<file path="src/rtl/shared_reg_arbiter_pkg.sv">
// Shared definitions for the shared register arbiter:
// command encodings and FSM state encoding.
package shared_reg_arbiter_pkg;

   typedef enum logic [1:0] {
      OP_WRITE = 2'b00,
      OP_CLEAR = 2'b01,
      OP_SET   = 2'b10,
      OP_NOP   = 2'b11
   } op_e;

   typedef enum logic {
      S_IDLE  = 1'b0,
      S_APPLY = 1'b1
   } state_e;

endpackage

</file>
<file path="src/rtl/shared_reg_arbiter_rr_pick.sv">
// Combinational round-robin pick: first asserted request
// at or after the pointer, scanning upward with wrap.
module rr_pick #(
   parameter int NREQ = 4,
   parameter int IW   = (NREQ > 1) ? $clog2(NREQ) : 1
) (
   input  logic [NREQ-1:0] i_req,
   input  logic [IW-1:0]   i_ptr,
   output logic [IW-1:0]   o_win,
   output logic            o_valid
);

   int w_idx;

   // Scan from the farthest offset down so the nearest hit wins
   always_comb begin
      o_valid = 1'b0;
      o_win   = '0;
      w_idx   = 0;
      for (int k = NREQ - 1; k >= 0; k--) begin
         w_idx = int'(i_ptr) + k;
         if (w_idx >= NREQ) w_idx = w_idx - NREQ;
         if (i_req[w_idx]) begin
            o_valid = 1'b1;
            o_win   = IW'(w_idx);
         end
      end
   end

endmodule

</file>
<file path="src/rtl/shared_reg_arbiter.sv">
// Round-robin owner of one shared WIDTH-bit register: one
// command is granted, latched and committed per two cycles.
module shared_reg_arbiter
   import shared_reg_arbiter_pkg::*;
#(
   parameter int              NREQ      = 4,
   parameter int              WIDTH     = 8,
   parameter logic [WIDTH-1:0] RESET_VAL = '0,
   localparam int             IW        = (NREQ > 1) ? $clog2(NREQ) : 1
) (
   input  logic                  clk,
   input  logic                  rst,
   input  logic [NREQ-1:0]       req,
   input  logic [2*NREQ-1:0]     op,
   input  logic [WIDTH*NREQ-1:0] wdata,
   output logic [NREQ-1:0]       gnt,
   output logic [WIDTH-1:0]      q,
   output logic                  busy,
   output logic [IW-1:0]         owner
);

   state_e           r_state;
   op_e              r_op;
   logic [WIDTH-1:0] r_data;
   logic [WIDTH-1:0] r_q;
   logic [NREQ-1:0]  r_gnt;
   logic             r_busy;
   logic [IW-1:0]    r_owner;
   logic [IW-1:0]    r_ptr;

   logic [IW-1:0]    w_win;
   logic             w_valid;
   logic [IW-1:0]    w_ptr_next;

   rr_pick #(
      .NREQ (NREQ),
      .IW   (IW)
   ) u_pick (
      .i_req   (req),
      .i_ptr   (r_ptr),
      .o_win   (w_win),
      .o_valid (w_valid)
   );

   // Pointer moves one past the winner, wrapping at NREQ-1
   always_comb begin
      w_ptr_next = r_owner + 1'b1;
      if (r_owner == IW'(NREQ - 1)) w_ptr_next = '0;
   end

   // Two-state FSM: grant/latch in IDLE, commit in APPLY
   always_ff @(posedge clk or posedge rst) begin
      if (rst) begin
         r_state <= S_IDLE;
         r_op    <= OP_WRITE;
         r_data  <= '0;
         r_gnt   <= '0;
         r_busy  <= 1'b0;
         r_owner <= '0;
         r_ptr   <= '0;
      end else begin
         unique case (r_state)
            S_IDLE: begin
               if (w_valid) begin
                  r_op         <= op_e'(op[2*int'(w_win) +: 2]);
                  r_data       <= wdata[WIDTH*int'(w_win) +: WIDTH];
                  r_gnt        <= '0;
                  r_gnt[w_win] <= 1'b1;
                  r_owner      <= w_win;
                  r_busy       <= 1'b1;
                  r_state      <= S_APPLY;
               end
            end
            S_APPLY: begin
               r_gnt   <= '0;
               r_busy  <= 1'b0;
               r_ptr   <= w_ptr_next;
               r_state <= S_IDLE;
            end
         endcase
      end
   end

   // Commit the latched command to the shared flops in APPLY
   always_ff @(posedge clk or posedge rst) begin
      if (rst) begin
         r_q <= RESET_VAL;
      end else if (r_state == S_APPLY) begin
         unique case (r_op)
            OP_WRITE: r_q <= r_data;
            OP_CLEAR: r_q <= '0;
            OP_SET:   r_q <= '1;
            OP_NOP:   r_q <= r_q;
         endcase
      end
   end

   assign gnt   = r_gnt;
   assign q     = r_q;
   assign busy  = r_busy;
   assign owner = r_owner;

endmodule

</file>
<file path="config.mk">
export PLATFORM = sky130hd
export DESIGN_NAME = shared_reg_arbiter
export DESIGN_NICKNAME = d
export VERILOG_FILES = /design/src/rtl/shared_reg_arbiter_pkg.sv /design/src/rtl/shared_reg_arbiter_rr_pick.sv /design/src/rtl/shared_reg_arbiter.sv
export SDC_FILE = /design/constraint.sdc
export NUM_CORES = 1
export LEC_CHECK = 0
export ABC_AREA = 1
export BUFFER_PORTS_ARGS = -buffer_cell sky130_fd_sc_hd__buf_2
export CORE_ASPECT_RATIO = 2
export CORE_MARGIN = 2
export CORE_UTILIZATION = 30
export CTS_CLUSTER_DIAMETER = 60
export DETAILED_ROUTE_END_ITERATION = 8
export PLACE_DENSITY_LB_ADDON = 0.2
export SLEW_MARGIN = 20
export SYNTH_ARGS = -nofsm -noshare
export SYNTH_HDL_FRONTEND = slang
export SYNTH_SLANG_ARGS = --single-unit
export TNS_END_PERCENT = 5
</file>
<file path="constraint.sdc">
create_clock -name clk -period 4.7 [get_ports clk]
set_input_delay 0.705 -clock clk [delete_from_list [all_inputs] [get_ports clk]]
set_output_delay 0.705 -clock clk [all_outputs]
set_load 0.005 [all_outputs]
</file>
==> flow_summary.ini, run 1 <==
[run_status]
status = complete, but fails checks
violations = DRC

[synthesis]
avgSynthCellArea_sq_um = 6.54
synth-async-reset-ratio_pct = 100
synth_cell_types = 20
synth_top_area_share_pct = 38.7
netlist_instances = 277
synth_area_leader_cell = dfrtp_1
ys_seq_area_share_pct = 38.7
syn-cell-area_sq_um = 1810
yosysMostFrequentCell = nand2_1
synthTopCellsByArea = dfrtp_1 39%, nand2_1 23%, nand3_1 13%, inv_1 7.3%, a21oi_1 5.3%
synth_flop_cell = dfrtp_1
syn-num-nets = 326
synth-edff-count = 0
yosys_warnings = 0
yosys-top-cells-count = 112 x nand2_1, 48 x nand3_1, 35 x inv_1, 28 x dfrtp_1, 19 x a21oi_1
synth_seq_cells = 28

[cts]
cts_hold_buffers = 0
htreeDepth = 1
cts.sinks = 28
tritoncts = yes
clk-insertion-delay-late_ns = 0.26
post_cts_resized = 0
clkTransAtPathRegs_ns = 0.07
cts-buffers-inserted = 3
clock_path_buffers = 2
cts_root_buf = clkbuf_16
post-cts-setup-buffer-count = 0

[final_layout]
final_core_util_pct = 37.9
fillers = 667
drive_above_1_share_pct = 21.9
area_growth_syn_to_layout_pct = 23.6
n_antenna_cell = 0
nets = 379
postLayoutCellArea_sq_um = 2240

[floorplanning]
core_sq_um = 5910
dieHeight_um = 114
io_pins = 61
placementRows = 40
initial_core_util_pct = 30.7
chipWidth_um = 58.9
die_area_sq_um = 6710

[setup_path]
end_kind = register
start_kind = register
worst_r2r_path_depth = 13
critPathMaxFanout = 21
r2r_end = r_data[7]$_DFFE_PP0P_
timing.rr.start = r_ptr[0]$_DFFE_PP0P_
crit_arrival_ns = 2.78
worstSetupStartpoint = r_ptr[0]$_DFFE_PP0P_
crit_type = reg2reg
cp_data_required_time_ns = 4.85
reg2reg_setup_slack_ns = 2.07
cp-endpoint = r_data[7]$_DFFE_PP0P_

[power_and_ir_drop]
p_leak_nw = 1.33
ir_drop_uv = 268
power_density_nw_per_um2 = 813

[global_routing]
antenna_found_initial = 0
grt_max_degree = 29
grt_pass1_wl_um = 8420
gr-usage-all-layers_pct = 15.9
grt_overflow = 0
grt_pass1_vias = 1932

[routing]
drt-wirelength-per-cell_um = 12.6
dr.first_iter.drc_count = 82
via_per_inst = 4.83
vias = 1894
drc = 2
routed_wl_um = 4950
drt_pass1_iterations = 6
ant_nets = 0

[job]
cap_violations = 0

[timing]
worstMarginPinSlew_ns = 0.616
min_period_ns = 2.63
finalHoldViolations = 0
tns_ns = 0
setup_slack_ns = 2.07
rsz0062_at_grt = false
fin_crit_sh_pct = 56.0
relSlewSlack_pct = 58.9
max_freq_mhz = 380
slew_violations = 0
whs_ns = 0.481
finalSetupViolations = 0
fin_skew_ns = 0.00449

[placed_design]
place_congestion = 0.830
dpl_worst_slack_ns = 1.95
placed_cell_area_sq_um = 2130
port_buffers = 60
dp_hpwl_um = 3850

[min_path]
hp-class = reg2reg
[per-layer routing]
metal	global-route usage [%]	part of all wire (%)
met1	19.5	42
met2	27.4	50
met5	0	0
met3	2.38	6.0
met4	5.45	2.4
[layout make-up]
| type | instances | area [sq um] | area share [%] |
|---|---|---|---|
| Sequential cell | 28 | 701 | 31.3 |
| Clock inverter | 1 | 30.0 | 1.34 |
| Tap cell | 63 | 78.8 | 3.52 |
| Clock buffer | 3 | 75.1 | 3.36 |
| Timing Repair Buffer | 61 | 308 | 13.8 |
| Multi-Input combinational cell | 198 | 902 | 40.3 |
| Inverter | 38 | 143 | 6.38 |
[kinds of logic after synthesis]
kind of cell               synth area share (%)
adders and majority gates                  2.07
buffers and inverters                      11.5
xor gates and xnor gates                  0.484
DFF                                        38.7
and+or+nand+nor                            38.6
AOI/OAI and AO/OA                          8.64
[worst min-delay path by stage]
stage,start,to,slack [ns],depth (start not counted)
5_1_grt,gnt[2]$_DFFE_PP0P_,gnt[2]$_DFFE_PP0P_,0.50,2
6_report,gnt[0]$_DFFE_PP0P_,gnt[0]$_DFFE_PP0P_,0.48,2
3_3_place_gp,busy$_DFFE_PP0P_,busy$_DFFE_PP0P_,0.46,2
2_1_floorplan,r_data[0]$_DFFE_PP0P_,r_data[0]$_DFFE_PP0P_,0.45,2
4_1_cts,gnt[2]$_DFFE_PP0P_,gnt[2]$_DFFE_PP0P_,0.48,2
3_5_place_dp,gnt[2]$_DFFE_PP0P_,gnt[2]$_DFFE_PP0P_,0.47,2
[stage by stage]
step / total power [mW] / std cells
after floorplan: 1.32 / 277
after global placement: 1.58 / 388
after detailed placement: 1.59 / 388
after CTS: 1.85 / 392
after global routing: 2.06 / 392
final: 1.82 / 392
[critical path: stages, from the launching register on]
cell	delay, ns
dfrtp_1	0.58
inv_1	0.21
nand2_1	0.14
nand3_1	0.11
nand2_1	0.10
nand3_2	0.08
nand2_1	0.08
nand2_1	0.36
nand2_1	0.46
nand2_1	0.10
nand3_1	0.08
nand2_1	0.07
nand2_1	0.08
nand2_1	0.06
[power by group]
group          switching, mW  internal [mW]  leakage (nW)  total (mW)
sequential             0.102          0.365         0.344       0.466
clock                 0.0819          0.170        0.0511       0.252
combinational          0.725          0.376         0.939        1.10
total                  0.909          0.910          1.33        1.82
[registers in the layout, summed over array words and instances, names as in the netlist]
| signal | flops |
|---|---|
| busy | 1 |
| gnt | 4 |
| owner | 2 |
| q | 8 |
| r_data | 8 |
| r_op | 2 |
| r_ptr | 2 |
| r_state | 1 |
[layout by cell type (no fill, tap or decap), types with 2 or more instances in the layout]
cell and n:
nand3_1 48, o21ai_0 5, a21oi_1 19, ha_1 3, dfrtp_1 28, clkbuf_16 3
inv_1 34, o31ai_1 2, buf_2 60, o21ai_1 3, inv_2 3, nand2_1 112
Note: power is estimated with default switching activity, not from simulation.
==> run 2: changes to the inputs <==
--- a/config.mk
+++ b/config.mk
@@ -5,7 +5,7 @@
 export SDC_FILE = /design/constraint.sdc
 export NUM_CORES = 1
 export LEC_CHECK = 0
-export ABC_AREA = 1
+export ABC_AREA = 0
 export BUFFER_PORTS_ARGS = -buffer_cell sky130_fd_sc_hd__buf_2
 export CORE_ASPECT_RATIO = 2
 export CORE_MARGIN = 2
==> constraint.sdc (replaced) <==
create_clock -name clk -period 2.3 [get_ports clk]
set_input_delay 0.345 -clock clk [delete_from_list [all_inputs] [get_ports clk]]
set_output_delay 0.345 -clock clk [all_outputs]
set_load 0.005 [all_outputs]
==> run 2 against run 1 <==
  * The run now ends clean
  * Hold slack worse by 0.37 ns
  * Cell area is 15% lower
  * Worst setup slack worse by 1.4 ns
  * First-iteration DRC count is 83% lower
  * Clock power is 21% higher
  * Global-route usage is 2.5 points lower
  * Routed wire length is 28% lower
  * Via count is 33% lower
  * Sequential share of layout area is 5.7 points higher
  * Critical path depth is 7 lower
  * Synthesized cell count is 46% lower
  * Critical endpoint unchanged
  * Largest power group unchanged
==> flow_summary.ini, run 2 <==
[global_routing]
grt_pass1_wl_um = 5580
grt_overflow = 0
grt_max_degree = 29
gr-usage-all-layers_pct = 13.4
antenna_found_initial = 0
grt_pass1_vias = 1244

[cts]
tritoncts = yes
cts_root_buf = clkbuf_8
post_cts_resized = 0
cts_hold_buffers = 0
cts.sinks = 28
post-cts-setup-buffer-count = 0
clkTransAtPathRegs_ns = 0.10
clock_path_buffers = 2
cts-buffers-inserted = 3
htreeDepth = 1
clk-insertion-delay-late_ns = 0.27

[final_layout]
n_antenna_cell = 0
layout.cells.most_common = buf_2
area_growth_syn_to_layout_pct = 27.0
nets = 257
final_cell_mix = 60 x buf_2, 28 x nand2_1, 28 x dfrtp_1
drive_above_1_share_pct = 34.8

[floorplanning]
core_sq_um = 4820
placementRows = 36
die_area_sq_um = 5580
chipWidth_um = 53.8
initial_core_util_pct = 30.9
dieHeight_um = 104
io_pins = 61

[power_and_ir_drop]
p_leak_nw = 0.978
ir_drop_uv = 503
power_density_nw_per_um2 = 1090

[setup_path]
r2r_end = r_data[7]$_DFFE_PP0P_
cp-endpoint = r_data[7]$_DFFE_PP0P_
worstSetupStartpoint = r_ptr[1]$_DFFE_PP0P_
crit_type = reg2reg
cp_num_buf_inv = 1
reg2reg_setup_slack_ns = 0.62
cpLargestDelayFamily = compound AO/OA/AOI/OAI gates
cp_num_cells = 6
cp_data_required_time_ns = 2.44
start_kind = register
timing.rr.start = r_ptr[1]$_DFFE_PP0P_
worst_r2r_path_depth = 6
crit_slowest_cell = dfrtp_1
max_stage_delay_ns = 0.45
end_kind = register
path_cells = a21o_1, a21oi_1, o22a_1, buf_12, mux2i_1, o221ai_1
crit_arrival_ns = 1.82
critPathMaxFanout = 25

[synthesis]
synth_flop_cell = dfrtp_1
synth_area_leader_cell = dfrtp_1
netlist_instances = 149
ys_seq_area_share_pct = 47.1
syn-cell-area_sq_um = 1490
yosys-top-cells-count = 28 x dfrtp_1, 28 x nand2_1, 20 x mux2i_1, 15 x a21oi_1, 10 x o221ai_1
synth_seq_cells = 28
synth-async-reset-ratio_pct = 100
synth-edff-count = 0
syn-num-nets = 198
avgSynthCellArea_sq_um = 9.99
yosys_warnings = 0
synth_cell_types = 25
synthTopCellsByArea = dfrtp_1 47%, mux2i_1 13%, nand2_1 7.1%, o221ai_1 5.9%, a21oi_1 5.0%
synth_top_area_share_pct = 47.1

[timing]
fin_skew_ns = 0.00342
min_period_ns = 1.68
relSlewSlack_pct = 69.0
slew_violations = 0
whs_ns = 0.113
worstMarginPinSlew_ns = 0.464
tns_ns = 0
rsz0062_at_grt = false
finalHoldViolations = 0
fin_crit_sh_pct = 72.9
finalSetupViolations = 0
max_freq_mhz = 596

[run_status]
status = finished, final reports clean

[placed_design]
port_buffers = 60
place_congestion = 0.710
dp_hpwl_um = 2830

[routing]
vias = 1265
drc = 0
drt_pass1_iterations = 4
ant_nets = 0
dr.first_iter.drc_count = 14
via_per_inst = 4.79
routed_wl_um = 3580
drt-wirelength-per-cell_um = 13.6

[min_path]
hp-class = in2async

[job]
cap_violations = 0
[run 2: final cells by class]
cell class | count | area [sq um]
Sequential cell | 28 | 701
Inverter | 7 | 26.3
Timing Repair Buffer | 64 | 343
Clock buffer | 4 | 55.1
Fill cell | 501 | 2930
Multi-Input combinational cell | 104 | 694
Tap cell | 57 | 71.3
[run 2: logic make-up (layout without fill, tap and decap cells)]
group           after synthesis  count (layout)  share of synthesized area [%]
simple gates                 41              41                           13.1
compound gates               39              39                           16.8
flops                        28              28                           47.1
mux                          21              21                           14.2
buf+inv                      17              75                           6.30
fa+ha+maj                     3               3                           2.52
[run 2: tightest hold or removal path, stage by stage]
cell and delay, ns:
buf_2 0.09, inv_1 0.04, buf_4 0.32
[run 2: worst min path at each step]
stage,endpoint,slack (ns),cells after the start
5_1_grt,gnt[3]$_DFFE_PP0P_,0.15,3
3_3_place_gp,q[1]$_DFFE_PP0P_,0.43,3
4_1_cts,gnt[1]$_DFFE_PP0P_,0.13,3
6_report,gnt[1]$_DFFE_PP0P_,0.11,3
2_1_floorplan,busy$_DFFE_PP0P_,0.41,1
3_5_place_dp,gnt[1]$_DFFE_PP0P_,0.44,3
[run 2: through the flow]
| stage | total power [mW] | cells | setup WS, ns | cell area (sq um) | utilization (%) |
|---|---|---|---|---|---|
| floorplan | 1.49 | 149 | 0.773 | 1490 | - |
| global placement | 1.78 | 260 | 0.485 | 1840 | 38.1 |
| detailed placement | 1.80 | 260 | 0.464 | 1840 | 38.1 |
| CTS | 2.10 | 264 | 0.602 | 1890 | 39.2 |
| global route | 2.24 | 264 | 0.402 | 1890 | 39.2 |
| finish | 2.06 | 264 | 0.623 | 1890 | 39.2 |
[run 2: routing by layer]
metal,share of wire [%],global-route usage [%]
met1,37,14.6
met2,58,24.9
met3,4.1,1.59
met4,0.73,3.85
met5,0,0
[run 2: where the power goes]
group | internal, mW | leakage [nW] | total [mW] | switching, mW
sequential | 0.698 | 0.352 | 0.844 | 0.146
clock | 0.153 | 0.0288 | 0.305 | 0.152
combinational | 0.429 | 0.597 | 0.908 | 0.479
total | 1.28 | 0.978 | 2.06 | 0.777
